`src/rtl/up_down_counter_mod.sv`:
```
// Parametrised up/down counter with synchronous clear/load, wrap or saturate at the limits,
// a registered carry/borrow pulse for cascading and a sticky overflow flag.
module up_down_counter_mod #(
    parameter int unsigned     WIDTH       = 4,
    parameter longint unsigned MODULUS     = 16,
    parameter bit              SATURATE    = 1'b0,
    parameter longint unsigned RESET_VALUE = 0
) (
    input  logic             BrdClk,
    input  logic             aReset,
    input  logic             aClear,
    input  logic             aLoad,
    input  logic [WIDTH-1:0] aLoadValue,
    input  logic             aEnable,
    input  logic             aUp,
    input  logic             aStickyClr,
    output logic [WIDTH-1:0] bCount,
    output logic             bCarry,
    output logic             bTerminal,
    output logic             bOverflowSticky
);

    // One extra bit so MODULUS = 2**WIDTH still compares correctly.
    localparam int unsigned ExtW = WIDTH + 1;
    localparam logic [ExtW-1:0]  LimitExt = ExtW'(MODULUS - 1);
    localparam logic [WIDTH-1:0] LimitVal = WIDTH'(MODULUS - 1);
    localparam logic [WIDTH-1:0] ResetVal = WIDTH'(RESET_VALUE);

    logic [ExtW-1:0]  countExt;
    logic [ExtW-1:0]  loadExt;
    logic             atTop;
    logic             atBottom;
    logic [WIDTH-1:0] nextCount;
    logic             nextCarry;
    logic             nextSticky;

    assign countExt = {1'b0, bCount};
    assign loadExt  = {1'b0, aLoadValue};
    assign atTop    = (countExt >= LimitExt);
    assign atBottom = (bCount == '0);

    // Terminal decode follows the live direction so a cascade needs no extra cycle.
    assign bTerminal = aUp ? atTop : atBottom;

    // Next count and carry: clear > load > enable > hold.
    always_comb begin
        nextCount = bCount;
        nextCarry = 1'b0;
        if (aClear) begin
            nextCount = '0;
        end else if (aLoad) begin
            nextCount = (loadExt > LimitExt) ? LimitVal : aLoadValue;
        end else if (aEnable) begin
            if (aUp) begin
                if (atTop) begin
                    nextCarry = 1'b1;
                    nextCount = SATURATE ? LimitVal : '0;
                end else begin
                    nextCount = WIDTH'(countExt + ExtW'(1));
                end
            end else begin
                if (atBottom) begin
                    nextCarry = 1'b1;
                    nextCount = SATURATE ? '0 : LimitVal;
                end else begin
                    nextCount = bCount - WIDTH'(1);
                end
            end
        end
    end

    // A new carry beats a simultaneous sticky clear.
    always_comb begin
        nextSticky = bOverflowSticky;
        if (nextCarry) begin
            nextSticky = 1'b1;
        end else if (aStickyClr) begin
            nextSticky = 1'b0;
        end
    end

    always_ff @(posedge BrdClk or posedge aReset) begin
        if (aReset) begin
            bCount          <= ResetVal;
            bCarry          <= 1'b0;
            bOverflowSticky <= 1'b0;
        end else begin
            bCount          <= nextCount;
            bCarry          <= nextCarry;
            bOverflowSticky <= nextSticky;
        end
    end

endmodule

```
`config.mk`:
```
export PLATFORM = sky130hd
export DESIGN_NAME = up_down_counter_mod
export DESIGN_NICKNAME = d
export VERILOG_FILES = /design/src/rtl/up_down_counter_mod.sv
export SDC_FILE = /design/constraint.sdc
export NUM_CORES = 1
export LEC_CHECK = 0
export BUFFER_PORTS_ARGS = -buffer_cell sky130_fd_sc_hd__buf_2
export CAP_MARGIN = 0
export CORE_AREA = 2 2 39 41
export CTS_CLUSTER_SIZE = 10
export DETAILED_ROUTE_END_ITERATION = 16
export DIE_AREA = 0 0 41 43
export SYNTH_ARGS = -nofsm -noshare
export SYNTH_HDL_FRONTEND = slang
export SYNTH_SLANG_ARGS = --single-unit
```
`constraint.sdc`:
```
create_clock -name BrdClk -period 1.41 [get_ports BrdClk]
set_input_delay 0.0705 -clock BrdClk [delete_from_list [all_inputs] [get_ports BrdClk]]
set_output_delay 0.0705 -clock BrdClk [all_outputs]
set_load 0.02 [all_outputs]
```
==> summary.md, run 1 <==
| Metric | Value |
|---|---|
| Critical path arrival | `1.60 ns` |
| VDD IR max | `0.544 mV` |
| I/O Pins | `18` |
| Final std cells w/o fill | `98` |
| Crit path time final | `1.47 ns` |
| Startpoint Class | `flop` |
| Setup-failing EPs final | `1` |
| Initial antenna violation count | `0` |
| Synth top area cells | `dfrtp_1, ha_1, a21oi_1` |
| Slew @ Worst Pin | `0.258 ns` |
| Power per Cell Area | `813 mW/mm^2` |
| Full die area | `0.00176 mm^2` |
| FF-to-FF path depth | `6` |
| First-pass GRT wire length | `2080 um` |
| 1st-pass router iterations | `4` |
| Avg Cell Area, Syn | `8.52 um^2` |
| Post-DRT Antenna Nets | `0` |
| Sequential element share of the synthesized area | `0.332` |
| Num CTS Buffers | `3` |
| Synthesized net count | `67` |
| Vias/cell | `5.02` |
| Switch Pwr | `0.184 mW` |
| Layout area overhead | `57.6%` |
| Vias in the first global route | `517` |
| Int Power | `0.395 mW` |
| Remaining DRCs | `0` |
| Layout Nets | `97` |
| Clock network fraction of design power | `0.306` |
| # fillers | `134` |
| Post-DP HPWL | `1000 um` |
| # clock sinks | `6` |
| Worst skew pair latency | `0.25 ns` |
| Max-cap viol count | `0` |
| Max Root-Sink Buffers | `2` |
| Gate power share | `0.359` |
| CP max FO | `4` |
| R2R Path Start | `bCount[1]$_DFFE_PP0P_` |
| Post-synthesis register bit count | `6` |
| Worst Skew | `0.00264 ns` |
| PnR worst setup slack | `-0.0582 ns` |
| Area fraction of the dominant cell type after synthesis | `0.332` |
| RSZ-0062 raised after global routing | `true` |
| Gr ovfl total | `0` |
| CP Capture Point | `bCount[2]$_DFFE_PP0P_` |
| Core ar. | `0.00138 mm^2` |
| Placed cell count | `91` |
| Pin count of the biggest net entering global routing | `9` |
| Fmax | `681 MHz` |
| Critical R2R Capture | `bCount[2]$_DFFE_PP0P_` |
| Register share of total power | `0.335` |
| Worst-path clk slew | `0.05 ns` |
| Place WS | `-0.0315 ns` |
| Number of DRC markers in iteration 0 | `3` |
| Failing checks | `negative setup slack` |
| Die height | `43 um` |
| Clock root buffer | `clkbuf_4` |
| Reg-to-reg slack, setup | `-0.06 ns` |
| Fin. Hold Viols | `0` |
| Distinct cells, synth | `28` |
| Syn Inst Count | `53` |
| Switching part of the total | `0.318` |
| Wire per inst | `13.1 um` |
| Post-synth EDFFs | `0` |
| Outcome | `complete, but fails checks` |
| Synth Flop Type | `dfrtp_1` |
| Slowest cell on the critical path | `dfrtp_2` |
| Synth top cells by count | `a21oi_1, dfrtp_1, inv_1` |
| RD Place Congestion | `0.799` |
| Warnings, synthesis | `0` |
| Critical-path cell list | `inv_4 > ha_4 > nor2b_4 > or3_1 > a211oi_2 > nor3_1` |
| Leak Pwr | `0.371 nW` |
| Mapped Area | `452 um^2` |
| Final critical-path share of the clock period | `1.04` |
| Crit path from | `bCount[1]$_DFFE_PP0P_` |
| N_diodes | `0` |
| Max-slew violations | `0` |
| Crit-path max cell delay | `0.40 ns` |
| Fin Hold WS | `0.0363 ns` |
| Die Wd | `41 um` |
| Vias | `492` |
| Largest area contributor in the netlist | `dfrtp_1` |
| Post-synthesis async set-or-reset flop share | `1.00` |
| Gr usage total | `0.188` |
| Min-Delay Path Class | `in2reg` |
| TritonCTS clock tree | `done` |
| Critical path data required time | `1.54 ns` |
| Starting Density | `0.326` |
| Slew HR | `0.827` |
| Row count | `14` |
| Crit Path Class | `reg2reg` |
| I/O Buffers | `17` |
| Critical Path End Type | `flop` |
| Layout cells sized above 1 | `0.537` |
| H-tree levels | `1` |
| Final wirelength | `1290 um` |
worst max-delay path: cells and delay by family, from the launching register on:
family / cells / cell delay, ns
AOI/OAI and AO/OA: 1 / 0.22
buffers and inverters: 1 / 0.06
DFF: 1 / 0.40
and+or+nand+nor: 3 / 0.53
adders and majority gates: 1 / 0.15
metal layers:
metal  GRT usage  vias up  share of wire
li1            -      244              -
met2       0.316       14           0.57
met5           0        -              0
met4       0.153        0          0.042
met1       0.150      227           0.34
met3      0.0838        7          0.044
cells in the final DEF, fill, tap and decap left out, types with 2 or more instances in the layout:
cell,instances
buf_2,16
buf_4,9
a21oi_1,6
inv_1,4
nor2_1,4
nand2_1,4
dfrtp_1,3
dfrtp_2,3
clkbuf_4,3
inv_2,2
xor2_1,2
flip-flops by register name, summed over array words and instances (netlist names):
name             count
bCount               4
bCarry               1
bOverflowSticky      1
area by class of cell:
class	count	area, um^2	share of cell area
sequential	6	154	0.216
clock buffer	4	26.3	0.0369
tap	16	20.0	0.0281
multi-input combinational	38	314	0.441
timing repair buffer	27	169	0.237
inverter	7	28.8	0.0404
power by group through the flow:
stage | registers [mW] | clock network (mW) | logic, mW
6_report | 0.194 | 0.177 | 0.208
3_3_place_gp | 0.195 | 0 | 0.185
5_1_grt | 0.196 | 0.195 | 0.226
4_1_cts | 0.193 | 0.183 | 0.205
3_5_place_dp | 0.196 | 0 | 0.188
2_1_floorplan | 0.215 | 0 | 0.0951
worst min-delay path by stage:
stage	startpoint	to	slack [ns]	cells past startpoint
4_1_cts	aClear	bCount[1]$_DFFE_PP0P_	0.03	2
6_report	aClear	bCount[1]$_DFFE_PP0P_	0.04	2
3_5_place_dp	aReset	bOverflowSticky$_DFFE_PP0P_	0.002	2
3_3_place_gp	aReset	bOverflowSticky$_DFFE_PP0P_	-0.007	2
5_1_grt	aClear	bCount[1]$_DFFE_PP0P_	0.03	2
2_1_floorplan	aReset	bCarry$_DFF_PP0_	-0.14	1
kinds of logic (layout without fill, tap and decap cells):
kind of cell / after synthesis / after routing / share of synthesized area
xor+xnor: 2 / 2 / 0.0388
simple gates: 16 / 16 / 0.175
fa+ha+maj: 3 / 3 / 0.0831
buf+inv: 9 / 38 / 0.0775
mux: 2 / 2 / 0.0471
flops: 6 / 6 / 0.332
compound gates: 15 / 15 / 0.247
stage by stage:
step | total power [mW] | util | area [um^2] | TNS, ns
final | 0.579 | 0.514 | 712 | -0.0582
after global routing | 0.617 | 0.514 | 712 | -0.186
after CTS | 0.580 | 0.506 | 701 | -0.00554
after detailed placement | 0.384 | 0.455 | 629 | -0.0599
after global placement | 0.380 | 0.455 | 629 | -0.0236
after floorplan | 0.310 | - | 480 | -0.184
repair_timing:
action,4_1_cts,5_1_grt
setup buffers,2,0
hold buffers,1,0
endpoints found under the setup margin,3,4
endpoints found under the hold margin,6,0
resized for setup,4,3
pin swaps,0,2
No activity file was read; power rests on OpenSTA's default activity.
==> run 2: changes to the inputs <==
HOLD_SLACK_MARGIN = 0.12   (was default)
==> run 2 against run 1 <==
Largest power group unchanged; clock power barely moved; count of clock-buffer cells in the layout did not move; critical endpoint unchanged; hold slack improved by 0.10 ns; register-to-register slack barely moved; the flow still finishes with violations (negative setup slack); combinational power rose by 7%; total power rose by 2.6%.
==> summary.md, run 2 (same netlist as run 1, synthesis figures left out) <==
| Metric | Value |
|---|---|
| Outcome | `complete, but fails checks` |
| Failing checks | `negative setup slack` |
| Power per Cell Area | `777 mW/mm^2` |
| Num CTS Buffers | `3` |
| Vias | `523` |
| Slew HR | `0.821` |
| Vias in the first global route | `518` |
| Worst-path clk slew | `0.05 ns` |
| Min-Delay Path Class | `in2reg` |
| Layout cells sized above 1 | `0.517` |
| Post-DP HPWL | `1000 um` |
| Number of flip-flops in the largest register | `4` |
| 1st-pass router iterations | `5` |
| N_diodes | `0` |
| Leak Pwr | `0.395 nW` |
| M3 GR Usage | `0.0838` |
| Critical path data required time | `1.54 ns` |
| CP Capture Point | `bCount[2]$_DFFE_PP0P_` |
| I/O Pins | `18` |
| # fillers | `130` |
| Worst skew pair latency | `0.25 ns` |
| Multi-input gate area | `318 um^2` |
| RSZ-0062 raised after global routing | `true` |
| Startpoint Class | `flop` |
| Critical Path End Type | `flop` |
| First-pass GRT wire length | `2060 um` |
| Gr ovfl total | `0` |
| Vias/cell | `5.08` |
| Post-DRT Antenna Nets | `0` |
| Row count | `14` |
| Pin count of the biggest net entering global routing | `9` |
| TritonCTS clock tree | `done` |
| Final critical-path share of the clock period | `1.04` |
| Placed inst area | `629 um^2` |
| Max-slew violations | `0` |
| Gr usage total | `0.184` |
| Largest registers | `bCount (4), bCarry (1), bOverflowSticky (1)` |
| Final wirelength | `1350 um` |
| R2R Path Start | `bCount[0]$_DFFE_PP0P_` |
| VDD IR max | `0.547 mV` |
| Crit path time final | `1.47 ns` |
| Slew @ Worst Pin | `0.268 ns` |
| Crit Path Class | `reg2reg` |
| Max-cap viol count | `0` |
| M2 GR Usage | `0.300` |
| Remaining DRCs | `0` |
| Number of DRC markers in iteration 0 | `4` |
| Final TNS setup | `-0.0634 ns` |
| Critical R2R Capture | `bCount[2]$_DFFE_PP0P_` |
| Wire per inst | `13.1 um` |
| Fmax | `680 MHz` |
| Register area | `154 um^2` |
| CP max FO | `3` |
| Most common cell after layout, fill and taps aside | `buf_2` |
| Layout area overhead | `69.3%` |
| Place WS | `-0.0315 ns` |
| Most flops, register | `bCount` |
| FF-to-FF path depth | `5` |
| I/O Buffers | `17` |
| Die Wd | `41 um` |
| Commonest non-fill, non-tap cells in the layout | `buf_2, buf_4, dlygate4sd3_1` |
| Setup-failing EPs final | `2` |
| Worst Skew | `0.000752 ns` |
| Starting Density | `0.326` |
| Initial antenna violation count | `0` |
| RD Place Congestion | `0.799` |
| PnR worst setup slack | `-0.0610 ns` |
| Layout Nets | `102` |
| Die height | `43 um` |
| GRT met1 Usage | `0.156` |
| H-tree levels | `1` |
| Final Util | `0.552` |
| Critical path arrival | `1.60 ns` |
| # clock sinks | `6` |
| Core ar. | `0.00138 mm^2` |
| Clock root buffer | `clkbuf_4` |
| Crit path from | `bCount[0]$_DFFE_PP0P_` |
| Fin area | `764 um^2` |
| Max Root-Sink Buffers | `2` |
| Total power | `0.594 mW` |
| Full die area | `0.00176 mm^2` |
| Fin. Hold Viols | `0` |
| Top Usage Layer GRT | `met2` |
| Reg-to-reg slack, setup | `-0.06 ns` |
-- run 2: critical path, stage by stage, from the launching register on --
cell and delay, ns:
dfrtp_2 0.40, inv_4 0.06, ha_1 0.21, or3_4 0.39
a211oi_2 0.22, nor3_1 0.08
-- run 2: how the worst min path moves through the flow --
stage | cells after the start | endpoint | startpoint
after detailed placement | 2 | bOverflowSticky$_DFFE_PP0P_ | aReset
after floorplan | 1 | bCarry$_DFF_PP0_ | aReset
final | 3 | bCount[1]$_DFFE_PP0P_ | aLoad
after global placement | 2 | bOverflowSticky$_DFFE_PP0P_ | aReset
after CTS | 3 | bCount[1]$_DFFE_PP0P_ | aLoad
after global routing | 3 | bCount[1]$_DFFE_PP0P_ | aLoad
-- run 2: area by class of cell --
class                           count  share of cell area
Tap cell                           16              0.0262
Timing Repair Buffer               32               0.282
Clock buffer                        4              0.0344
Sequential cell                     6               0.201
Multi-Input combinational cell     38               0.416
Inverter                            7              0.0409
-- run 2: stage by stage --
stage	hold WS [ns]	cells
floorplan	-0.139	53
global placement	-0.00711	91
detailed placement	0.00186	91
CTS	0.128	103
global route	0.130	103
finish	0.138	103
-- run 2: report_power, final --
part | switching (mW) | total (mW) | internal (mW)
Sequential | 0.0101 | 0.195 | 0.185
Combinational | 0.109 | 0.222 | 0.112
Clock | 0.0698 | 0.178 | 0.108
-- run 2: repair_timing --
action,CTS,global route
pin swaps,0,1
hold endpoints to repair,10,0
buffers inserted,2,0
resized for setup,4,4
setup endpoints to repair,3,4
hold buffers,6,0
-- run 2: routing by layer --
metal | vias up | routed length, um
li1 | 253 | -
met1 | 239 | 482
met2 | 21 | 721
met3 | 10 | 74
met4 | 0 | 70
met5 | - | 0
==> run 3: changes to the inputs <==
ABC_AREA = 1   (was default)
==> run 3 against run 2 <==
The run now ends clean; critical path type is now reg2out; clock skew up 0.0058 ns; sequential share of layout area up 1.5 points; critical path depth up 2; largest power group unchanged; fmax up 9.0%; global-route usage down 1.7 points.
==> summary.md, run 3 <==
| Metric | Value |
|---|---|
| Switching part of the total | `0.354` |
| TritonCTS clock tree | `done` |
| Most flops, register | `bCount` |
| Critical path data required time | `1.34 ns` |
| Critical Path End Type | `output port` |
| Remaining DRCs | `0` |
| Vias in the first global route | `495` |
| Layout area overhead | `46.4%` |
| Vias | `556` |
| Core ar. | `0.00138 mm^2` |
| Layout Nets | `112` |
| H-tree levels | `1` |
| Worst Skew | `0.00651 ns` |
| Synthesized net count | `82` |
| Switch Pwr | `0.218 mW` |
| Startpoint Class | `flop` |
| Distinct cells, synth | `20` |
| Starting Density | `0.351` |
| # fillers | `134` |
| Leak Pwr | `0.390 nW` |
| Num CTS Buffers | `3` |
| Synth top cells by count | `nand2_1, inv_1, nor2_1` |
| Critical path arrival | `1.28 ns` |
| Full die area | `0.00176 mm^2` |
| Commonest non-fill, non-tap cells in the layout | `buf_2, nand2_1, inv_1, nor2_1` |
| Warnings, synthesis | `0` |
| Gr usage total | `0.168` |
| Die height | `43 um` |
| Clock root buffer | `clkbuf_4` |
| Critical-path cell list | `inv_2 > ha_4 > nand2_2 > nand2_2 > nand2_1 > inv_2 > buf_6` |
| PnR worst setup slack | `0.0604 ns` |
| Setup-failing EPs final | `0` |
| Crit-path max cell delay | `0.43 ns` |
| Crit path time final | `1.35 ns` |
| VDD IR max | `0.459 mV` |
| Post-DP HPWL | `859 um` |
| Max-cap viol count | `0` |
| Row count | `14` |
| RSZ-0062 raised after global routing | `true` |
| Worst-path clk slew | `0.05 ns` |
| Wire per inst | `11.5 um` |
| Post-synthesis async set-or-reset flop share | `1.00` |
| RD Place Congestion | `0.724` |
| Fin. Hold Viols | `0` |
| Worst skew pair latency | `0.24 ns` |
| Most common cell after layout, fill and taps aside | `buf_2` |
| Slew HR | `0.810` |
| Layout cells sized above 1 | `0.485` |
| First-pass GRT wire length | `1970 um` |
| Register share of total power | `0.350` |
| Pin count of the biggest net entering global routing | `10` |
| Die Wd | `41 um` |
| Crit Path Class | `reg2out` |
| Area fraction of the dominant cell type after synthesis | `0.309` |
| Top-count cell post-synth | `nand2_1` |
| Number of flip-flops in the largest register | `4` |
| Int Power | `0.399 mW` |
| Min-Delay Path Class | `in2reg` |
| Number of DRC markers in iteration 0 | `30` |
| Clock network fraction of design power | `0.281` |
| Max-slew violations | `0` |
| Mapped Area | `485 um^2` |
| N_diodes | `0` |
| # clock sinks | `6` |
| Synth top area cells | `dfrtp_1, nand2_1, ha_1` |
| FF-to-FF path depth | `8` |
| Vias/cell | `4.92` |
| 1st-pass router iterations | `4` |
| Hold path depth | `4` |
| Synth Flop Type | `dfrtp_1` |
| Gate power share | `0.369` |
| Slew @ Worst Pin | `0.284 ns` |
| Syn Inst Count | `68` |
| I/O Buffers | `17` |
| Final wirelength | `1290 um` |
| Largest registers | `bCount (4), bCarry (1), bOverflowSticky (1)` |
| I/O Pins | `18` |
| Sequential element share of the synthesized area | `0.309` |
| Power per Cell Area | `868 mW/mm^2` |
| Post-synthesis register bit count | `6` |
| Post-synth EDFFs | `0` |
| Final critical-path share of the clock period | `0.957` |
| Total power | `0.617 mW` |
| Initial antenna violation count | `0` |
| Post-DRT Antenna Nets | `0` |
| Avg Cell Area, Syn | `7.14 um^2` |
| Place WS | `0.0632 ns` |
| Gr ovfl total | `0` |
| CP max FO | `4` |
| Max Root-Sink Buffers | `2` |
| Largest area contributor in the netlist | `dfrtp_1` |
| Fmax | `741 MHz` |
| Outcome | `finished, final reports clean` |
| Slowest cell on the critical path | `dfrtp_2` |
[run 3: per-stage QoR]
stage / TNS (ns) / hold slack (ns) / instance area (um^2) / util / instances
after floorplan: 0 / -0.139 / 488 / - / 68
after global placement: 0 / -0.000861 / 582 / 0.420 / 100
after detailed placement: 0 / 0.000414 / 582 / 0.420 / 100
after CTS: 0 / 0.123 / 667 / 0.482 / 110
after global routing: -0.0357 / 0.136 / 711 / 0.514 / 113
final: 0 / 0.127 / 711 / 0.514 / 113
[run 3: layout make-up]
| type | instances | area, um^2 | area share |
|---|---|---|---|
| Inverter | 13 | 48.8 | 0.0687 |
| Timing Repair Buffer | 26 | 166 | 0.234 |
| Tap cell | 16 | 20.0 | 0.0282 |
| Multi-Input combinational cell | 48 | 295 | 0.415 |
| Sequential cell | 6 | 154 | 0.217 |
| Clock buffer | 4 | 26.3 | 0.0370 |
[run 3: worst paths after layout]
check	slack (ns)	from	endpoint
max	0.06	bCount[0]$_DFFE_PP0P_	bTerminal
max in group asynchronous	0.90	aReset	bCount[2]$_DFFE_PP0P_
min	0.13	aClear	bCount[3]$_DFFE_PP0P_
min reg2reg	0.53	bOverflowSticky$_DFFE_PP0P_	bOverflowSticky$_DFFE_PP0P_
max reg2reg	0.09	bCount[0]$_DFFE_PP0P_	bCount[2]$_DFFE_PP0P_
min in group asynchronous	0.29	aReset	bCount[3]$_DFFE_PP0P_
[run 3: cells by family (layout without fill, tap and decap cells)]
group / Yosys count / in the layout / synth area share
buffers and inverters: 14 / 43 / 0.124
adders and majority gates: 3 / 3 / 0.0773
xor gates and xnor gates: 1 / 1 / 0.0180
AOI/OAI and AO/OA: 10 / 10 / 0.121
and+or+nand+nor: 34 / 34 / 0.351
DFF: 6 / 6 / 0.309
[run 3: routing by layer]
metal  track usage  vias to the layer above  routed length (um)
li1              -                      272                   -
met1         0.201                      251                 497
met2         0.272                       29                 685
met3        0.0314                        4                  90
met4        0.0800                        0                  21
met5             0                        -                   0
[run 3: critical path: cells and delay by family (launching register included)]
kind | cells | cell delay, ns
adders and majority gates | 1 | 0.14
buffers and inverters | 3 | 0.27
DFF | 1 | 0.43
and+or+nand+nor | 3 | 0.20
[run 3: power by group through the flow]
stage,clock [mW],sequential (mW),combinational (mW)
after floorplan,0,0.225,0.115
after global placement,0,0.219,0.171
after detailed placement,0,0.219,0.171
after CTS,0.176,0.213,0.199
after global routing,0.199,0.217,0.251
final,0.174,0.216,0.228
[run 3: timing repair]
action,CTS,global route
setup buffers,3,3
pin swaps,0,3
hold buffers,3,0
hold endpoints to repair,9,0
resized for setup,5,5
endpoints found under the setup margin,1,2
